===== src/rtl/pll_reset_sequencer_if.sv =====
// Signal bundle between the PLL wrapper side and the reset sequencer.
// The slave modport is the sequencer's view; master is the driving environment.
interface pll_reset_sequencer_if;
    logic       pll_lock;
    logic       btn_n;
    logic       sys_resetn;
    logic [1:0] state;
    logic [7:0] relock_count;

    modport master (
        output pll_lock,
        output btn_n,
        input  sys_resetn,
        input  state,
        input  relock_count
    );

    modport slave (
        input  pll_lock,
        input  btn_n,
        output sys_resetn,
        output state,
        output relock_count
    );
endinterface


===== src/rtl/pll_reset_sequencer.sv =====
// Generates a clean registered system reset from PLL lock and a bouncing reset button:
// waits for stable lock, stretches reset, and re-enters reset on lock loss or a press.
module pll_reset_sequencer #(
    parameter int LOCK_STABLE_CYCLES = 1024,
    parameter int RESET_HOLD_CYCLES  = 64,
    parameter int DEBOUNCE_CYCLES    = 4096
) (
    input logic                  clk,
    input logic                  resetn,
    pll_reset_sequencer_if.slave bus
);

    localparam int MAX_CYCLES = (LOCK_STABLE_CYCLES > RESET_HOLD_CYCLES) ?
                                LOCK_STABLE_CYCLES : RESET_HOLD_CYCLES;
    localparam int CNT_W = $clog2(MAX_CYCLES) + 1;
    localparam int DEB_W = $clog2(DEBOUNCE_CYCLES) + 1;

    localparam logic [CNT_W-1:0] STAB_LAST = CNT_W'(LOCK_STABLE_CYCLES - 1);
    localparam logic [CNT_W-1:0] HOLD_LAST = CNT_W'(RESET_HOLD_CYCLES - 1);
    localparam logic [DEB_W-1:0] DEB_LAST  = DEB_W'(DEBOUNCE_CYCLES - 1);

    localparam logic [1:0] S_WAIT_LOCK = 2'd0;
    localparam logic [1:0] S_STABILIZE = 2'd1;
    localparam logic [1:0] S_HOLD      = 2'd2;
    localparam logic [1:0] S_RUN       = 2'd3;

    logic             lock_meta_q, lock_meta_d;
    logic             lock_s_q,    lock_s_d;
    logic             btn_meta_q,  btn_meta_d;
    logic             btn_s_q,     btn_s_d;
    logic [DEB_W-1:0] deb_cnt_q,   deb_cnt_d;
    logic [1:0]       state_q,     state_d;
    logic [CNT_W-1:0] cnt_q,       cnt_d;
    logic             sys_resetn_q, sys_resetn_d;
    logic [7:0]       relock_q,    relock_d;
    logic             press;

    // Press is a level: it stays asserted for as long as the synced button stays low.
    assign press = !btn_s_q && (deb_cnt_q == DEB_LAST);

    always_comb begin
        // NOTE: every _d gets a default first so no path leaves it unassigned (no latches).
        lock_meta_d  = bus.pll_lock;
        lock_s_d     = lock_meta_q;
        btn_meta_d   = bus.btn_n;
        btn_s_d      = btn_meta_q;
        deb_cnt_d    = deb_cnt_q;
        state_d      = state_q;
        cnt_d        = cnt_q;
        sys_resetn_d = sys_resetn_q;
        relock_d     = relock_q;

        if (btn_s_q) begin
            deb_cnt_d = '0;
        end else if (deb_cnt_q != DEB_LAST) begin
            deb_cnt_d = deb_cnt_q + DEB_W'(1);
        end

        case (state_q)
            S_WAIT_LOCK: begin
                sys_resetn_d = 1'b0;
                if (lock_s_q) begin
                    state_d = S_STABILIZE;
                    cnt_d   = '0;
                end
            end
            S_STABILIZE: begin
                sys_resetn_d = 1'b0;
                if (!lock_s_q) begin
                    state_d = S_WAIT_LOCK;
                    cnt_d   = '0;
                end else if (cnt_q == STAB_LAST) begin
                    state_d = S_HOLD;
                    cnt_d   = '0;
                end else begin
                    cnt_d = cnt_q + CNT_W'(1);
                end
            end
            S_HOLD: begin
                sys_resetn_d = 1'b0;
                if (!lock_s_q) begin
                    state_d = S_WAIT_LOCK;
                    cnt_d   = '0;
                end else if (press) begin
                    cnt_d = '0;
                end else if (cnt_q == HOLD_LAST) begin
                    // Release reset on the same edge that enters RUN.
                    state_d      = S_RUN;
                    cnt_d        = '0;
                    sys_resetn_d = 1'b1;
                end else begin
                    cnt_d = cnt_q + CNT_W'(1);
                end
            end
            default: begin
                sys_resetn_d = 1'b1;
                if (!lock_s_q) begin
                    state_d      = S_WAIT_LOCK;
                    cnt_d        = '0;
                    sys_resetn_d = 1'b0;
                    if (relock_q != 8'hFF) relock_d = relock_q + 8'd1;
                end else if (press) begin
                    state_d      = S_HOLD;
                    cnt_d        = '0;
                    sys_resetn_d = 1'b0;
                end
            end
        endcase
    end

    // Button synchroniser resets to 1 so a released button is the power-up view.
    always_ff @(posedge clk or negedge resetn) begin
        if (!resetn) begin
            lock_meta_q  <= 1'b0;
            lock_s_q     <= 1'b0;
            btn_meta_q   <= 1'b1;
            btn_s_q      <= 1'b1;
            deb_cnt_q    <= '0;
            state_q      <= S_WAIT_LOCK;
            cnt_q        <= '0;
            sys_resetn_q <= 1'b0;
            relock_q     <= 8'd0;
        end else begin
            // NOTE: non-blocking assignments so every flop samples pre-edge values.
            lock_meta_q  <= lock_meta_d;
            lock_s_q     <= lock_s_d;
            btn_meta_q   <= btn_meta_d;
            btn_s_q      <= btn_s_d;
            deb_cnt_q    <= deb_cnt_d;
            state_q      <= state_d;
            cnt_q        <= cnt_d;
            sys_resetn_q <= sys_resetn_d;
            relock_q     <= relock_d;
        end
    end

    assign bus.sys_resetn   = sys_resetn_q;
    assign bus.state        = state_q;
    assign bus.relock_count = relock_q;

endmodule

===== src/flat_wrapper.sv =====
// flat-port wrapper written by rule: the top's interface ports become plain ports
module pll_reset_sequencer_flat 
#(
    parameter int LOCK_STABLE_CYCLES = 1024,
    parameter int RESET_HOLD_CYCLES  = 64,
    parameter int DEBOUNCE_CYCLES    = 4096
)
  (clk, resetn, bus_pll_lock, bus_btn_n, bus_sys_resetn, bus_state, bus_relock_count);
  pll_reset_sequencer_if bus_i ();
  input logic clk;
  input logic resetn;
  input wire logic [$bits(bus_i.pll_lock)-1:0] bus_pll_lock;
  input wire logic [$bits(bus_i.btn_n)-1:0] bus_btn_n;
  output wire logic [$bits(bus_i.sys_resetn)-1:0] bus_sys_resetn;
  output wire logic [$bits(bus_i.state)-1:0] bus_state;
  output wire logic [$bits(bus_i.relock_count)-1:0] bus_relock_count;
  assign bus_i.pll_lock = bus_pll_lock;
  assign bus_i.btn_n = bus_btn_n;
  assign bus_sys_resetn = bus_i.sys_resetn;
  assign bus_state = bus_i.state;
  assign bus_relock_count = bus_i.relock_count;
  pll_reset_sequencer #(.LOCK_STABLE_CYCLES(LOCK_STABLE_CYCLES), .RESET_HOLD_CYCLES(RESET_HOLD_CYCLES), .DEBOUNCE_CYCLES(DEBOUNCE_CYCLES)) u_core (.clk(clk), .resetn(resetn), .bus(bus_i));
endmodule

===== config.mk =====
export PLATFORM = sky130hd
export DESIGN_NAME = pll_reset_sequencer_flat
export DESIGN_NICKNAME = d
export VERILOG_FILES = /design/src/rtl/pll_reset_sequencer_if.sv /design/src/rtl/pll_reset_sequencer.sv /design/src/flat_wrapper.sv
export SDC_FILE = /design/constraint.sdc
export NUM_CORES = 1
export LEC_CHECK = 0
export BUFFER_PORTS_ARGS = -buffer_cell sky130_fd_sc_hd__buf_2
export CORE_MARGIN = 2
export CORE_UTILIZATION = 40
export DETAILED_ROUTE_END_ITERATION = 16
export GPL_TIMING_DRIVEN = 0
export PLACE_DENSITY = 0.55
export SLEW_MARGIN = 15
export SYNTH_ARGS = -nofsm -noshare
export SYNTH_HDL_FRONTEND = slang
export SYNTH_SLANG_ARGS = --single-unit

===== constraint.sdc =====
create_clock -name clk -period 2.4 [get_ports clk]
set_clock_uncertainty 0.2 [all_clocks]
set_input_delay 0.36 -clock clk [delete_from_list [all_inputs] [get_ports clk]]
set_output_delay 0.36 -clock clk [all_outputs]
set_load 0.01 [all_outputs]

* After elaboration in Yosys (flattened, before gate mapping)
Cells that the tools add are included.
** Storage, ports and cells
- Flip-flop bits (word level) :: 39
- Logic and storage cells :: 61
- Input bits :: 4
- Output and inout port bits :: 11
** Operators by class
- Equal/unequal tests :: 12
- Bitwise gates (word level) :: 2
- Multiplexer cells :: 26
- $add $sub $neg :: 3
- Reductions and logical operators :: 9
** Operators by type and width (number)
- two-way mux 11 bit :: 8
- case mux 11 bit (3 select lines) :: 1
- two-way mux 13 bit :: 2
- two-way mux 2 bit :: 8
- adder 13 x 1 -> 13 bit, second input constant :: 1
- equality test 13 x 12 -> 1 bit, second input constant :: 1
- != test 13 x 12 -> 1 bit, second input constant :: 1
- adder 11 x 1 -> 11 bit, second input constant :: 1
- equality test 11 x 10 -> 1 bit, second input constant :: 1
- equality test 11 x 6 -> 1 bit, second input constant :: 1
- != test 3 bit, second input constant :: 3
- adder 8 x 1 -> 8 bit, second input constant :: 1
- != test 8 bit, second input constant :: 1
- case mux 2 bit (3 select lines) :: 1
- two-way mux 1 bit :: 5
- != test 5 bit, second input constant :: 1
- AND reduction 5 bit :: 1
- AND reduction 3 bit :: 1
- OR reduction 3 bit :: 1
- equality test 2 x 1 -> 1 bit, second input constant :: 1
- equality test 2 bit, second input constant :: 1
- zero test 2 bit :: 1
- != test 2 x 1 -> 1 bit, second input constant :: 1
- inverter 1 bit :: 2
- 6 further kinds :: 6

* Depth between registers and ports, before layout
- Depth after elaboration :: 5
- Depth in mapped cells :: 8
- Depth with buffers taken out :: 7

* Worst setup path after synthesis
Ideal clock, no wire load.
- Path type :: reg2reg
- Start point :: register u_core.deb_cnt_q[0]
- End point :: register u_core.cnt_q[10]
- Period minus slack after synthesis :: 2.179 ns
- Data required time :: 2.076 ns
- Buffers on the path :: 0
- Setup time :: 0.124 ns
- Arrival time :: 1.855 ns
- Stages on the path, launching flop included :: 7
- Setup slack :: 0.221 ns
- Cell sequence :: dfrtp_1 ha_1 nand4_1 nor4_2 o32ai_1 and4_1 a211o_1
** Between the ends
- Longest elaborated chain between the ends :: 5
- Elaborated cells between the ends (all ways) :: 7
- Classes of those cells :: eq/ne (2); mux (3); reduce/logical (2)
** Ends and longest elaborated chain
- start, declared :: RTL line pll_reset_sequencer.sv:31 : logic [DEB_W-1:0] deb_cnt_q, deb_cnt_d;
- start signal, assigned :: RTL line pll_reset_sequencer.sv:129 : deb_cnt_q <= deb_cnt_d;
- equality test 13 x 12 -> 1 bit * :: RTL line pll_reset_sequencer.sv:39 : assign press = !btn_s_q && (deb_cnt_q == DEB_LAST);
- logical AND 1 bit * :: RTL line pll_reset_sequencer.sv:39
- two-way mux 11 bit :: RTL line pll_reset_sequencer.sv:84 : end else if (press) begin
- two-way mux 11 bit :: RTL line pll_reset_sequencer.sv:81 : if (!lock_s_q) begin
- case mux 11 bit (3 select lines) :: RTL line pll_reset_sequencer.sv:59 : case (state_q)
- end signal, assigned :: RTL line pll_reset_sequencer.sv:131 : cnt_q <= cnt_d;
- end, declared :: RTL line pll_reset_sequencer.sv:33 : logic [CNT_W-1:0] cnt_q, cnt_d;
Mark *: on every way between the ends. The rest lies on a longest branch, timed or not.
A chain may end at the register's enable or synchronous reset.

* Worst setup path in the final report
- Start point :: register u_core.cnt_q[7]
- End point :: register u_core.cnt_q[4]
** Between the ends
- Longest elaborated chain between the ends :: 5
- Elaborated cells between the ends (all ways) :: 8
- Classes of those cells :: eq/ne (2); mux (6)
** Ends and longest elaborated chain
- equality test 11 x 6 -> 1 bit :: RTL line pll_reset_sequencer.sv:86 : end else if (cnt_q == HOLD_LAST) begin
- two-way mux 11 bit :: RTL line pll_reset_sequencer.sv:86
- two-way mux 11 bit :: RTL line pll_reset_sequencer.sv:84
- two-way mux 11 bit :: RTL line pll_reset_sequencer.sv:81
- case mux 11 bit (3 select lines) * :: RTL line pll_reset_sequencer.sv:59
Marks and branches as above.

==> run_results.csv <==
group,metric,value,unit
timing,final.min_clock_period,2.319,ns
routing,wl_per_cell,14.03,um
finish,drive_above_1_share,19.05,%
routing,drtAntennaViolNets,0,
synth,synth_area_leaders,"dfrtp_1 46%, ha_1 4.3%, nand3_1 3.9%",
power,powerDensity,826.9,mW/mm^2
global_routing,grt.total_usage,16.62,%
timing,rsz0062_at_grt,"false",
timing,holdWs,-0.03890,ns
critical_path,cp-end-kind,"register",
floorplanning,die_y,75.23,um
finish,diodes,0,
synth,yosysWarnings,0,
place,numPortBuffers,14,
finish,num-fill-cells,465,
synth,synth_edf_count,0,
global_routing,grt_start_max_net_pins,40,
routing,finalWirelength,4181,um
finish,final_common_cell,"dfrtp_1",
outcome,status,"complete, but fails checks",
clocking,cts.sink_count,39,
routing,drc,0,
global_routing,grt_first_pass_wirelength,7224,um
clocking,ctsHtreeMaxLevel,2,
synth,synthesis.instances,204,
place,dp.cells,285,
routing,drt-initial-drc-count,119,
critical_path,required,2.38,ns
power,ir_drop,0.4654,mV
timing,final_max_slew_viol_count,0,
global_routing,grt_pass1_vias,1586,
synth,ys.flop_type,"dfrtp_1",
job,drv_cap,0,
clocking,cts_tree,"built",
synth,syn_area_per_cell,9.948,sq um
timing,period_share,96.61,%
power,p_total,1.966,mW
global_routing,antenna_found_initial,0,
critical_path,crit_arrival,2.30,ns
worst_hold_path,hp-class,"primary input to async pin",
routing,viasPerCell,5.480,
synth,ys_seq_area_share,48.21,%
synth,synth-seq-cells,39,
finish,area_growth,17.14,%
timing,slew-limit-headroom,44.15,%
timing,finalSetupViolCount,0,
clocking,cts_buffers,5,
timing,hold_violations,37,
place,gp_congestion,0.7951,
synth,synth_top_area_share,45.62,%
floorplanning,die_w,75.23,um
timing,tightest_slew,0.8377,ns
clocking,root_buffer,"clkbuf_8",
routing,dr.pass1.iters,4,
clocking,cts_buffer_depth,2,
synth,async_reset_ff_share,100.0,%
synth,post_synth_instance_area,0.002029,sq mm
floorplanning,start_util,42.13,%
timing,fin_tns_setup,0,ns
floorplanning,dieArea,0.005660,sq mm
routing,route.vias.total,1633,
floorplanning,core_area,0.004817,sq mm
synth,synth_nets,215,
timing,fmaxAchievable,431.3,MHz
critical_path,worstSetupPathType,"register to register",
floorplanning,pin_count,15,
outcome,violations,"hold timing",
critical_path,cp_max_fo,10,
power,power.leakage,1.029,nW
place,place_hpwl,2928,um
finish,fin_util,49.35,%
floorplanning,rows,25,
clocking,path_clk_slew,0.08,ns
synth,synth.distinct_cells,48,
global_routing,overflow,0,
critical_path,cp-start-kind,"register",
clocking,clkLatencyLatePin,0.30,ns
finish,final_cell_mix,"35 x dfrtp_1, 21 x nor2_1, 16 x nand2_1, 15 x buf_2, 15 x nand3_1",
finish,finalNonFillerCells,298,
finish,fin_nets,241,
synth,yosysTopAreaCell,"dfrtp_1",
## registers in the layout, summed over array words and instances, names as in the netlist
register and count:
u_core.bus.sys_resetn 1, u_core.deb_cnt_q 13, u_core.cnt_q 11, u_core.btn_s_q 1
u_core.btn_meta_q 1, u_core.bus.state 2, u_core.bus.relock_count 8, u_core.lock_s_q 1
u_core.lock_meta_q 1
## layout make-up
type,instances,area (sq um),share of cell area (%)
Clock buffer,6,82.58,3.474
Timing Repair Buffer,20,120.1,5.053
Tap cell,67,83.83,3.526
Multi-Input combinational cell,149,1035,43.53
Buffer,5,21.27,0.8947
Sequential cell,39,980.9,41.26
Clock inverter,2,16.27,0.6842
Inverter,10,37.54,1.579
## stage by stage
stage | setup slack, ns | cell area, sq um
floorplan | 0.2206 | 2029
global placement | -0.1102 | 2183
detailed placement | -0.1262 | 2183
CTS | 0.007476 | 2316
global route | 0.003221 | 2377
finish | 0.08144 | 2377
## critical path, cell delays in order (launching register included)
cell     delay, ns
dfrtp_1       0.47
or4_4         0.57
nor4_4        0.27
o32ai_1       0.17
buf_2         0.20
a31oi_1       0.21
o21ai_0       0.10
## what timing repair did
| item | 4_1_cts | 5_1_grt |
|---|---|---|
| setup buffers | 0 | 4 |
| pin swaps | 1 | 2 |
| resized for setup | 4 | 6 |
| hold endpoints to repair | 2 | 0 |
| endpoints found under the setup margin | 11 | 12 |
| hold buffers | 2 | 0 |
## worst paths after layout
kind / start / to / slack, ns / depth (start not counted)
worst max-delay path: u_core.cnt_q[7] / u_core.cnt_q[4] / 0.08 / 6
worst min-delay path: resetn / u_core.cnt_q[9] / -0.04 / 1
worst max register to register: u_core.cnt_q[7] / u_core.cnt_q[4] / 0.08 / 6
worst min register to register: u_core.btn_meta_q / u_core.btn_s_q / 0.16 / 0
max in group asynchronous: resetn / u_core.deb_cnt_q[1] / 1.45 / 1
min in group clk: u_core.btn_meta_q / u_core.btn_s_q / 0.16 / 0
## synthesized netlist by cell type, types with 5 or more instances
| library cell | count |
|---|---|
| nand4_1 | 12 |
| clkbuf_1 | 5 |
| xor2_1 | 9 |
| dfrtp_1 | 37 |
| nand3_1 | 16 |
| o21ai_0 | 5 |
| nand2_1 | 16 |
| inv_1 | 10 |
| ha_1 | 7 |
| xnor2_1 | 9 |
| nor4_1 | 5 |
| nor2_1 | 21 |
## per-layer routing
metal | routed length, um | part of all wire, % | up-vias | track usage (%)
met5 | 0 | 0 | - | 0
li1 | - | - | 795 | -
met3 | 187 | 4.5 | 9 | 3.614
met1 | 1966 | 47 | 786 | 22.68
met2 | 1953 | 47 | 43 | 26.61
met4 | 73 | 1.7 | 0 | 5.263
## logic make-up after synthesis
logic type / after synthesis / synth area share [%]
multiplexers: 3 / 1.541
XOR/XNOR: 18 / 7.769
adder cells (fa/ha/maj): 7 / 4.315
buffers and inverters: 16 / 3.021
AND/OR/NAND/NOR: 94 / 25.16
AO/OA/AOI/OAI: 27 / 9.988
flip-flops: 39 / 48.21
## power by group
group,leakage (nW),total (mW),internal (mW),switching [mW]
combinational,0.466,0.659,0.262,0.397
clock,0.0474,0.478,0.235,0.244
sequential,0.516,0.828,0.736,0.0925
total,1.03,1.97,1.23,0.733
(Power assumes the default switching activity.)
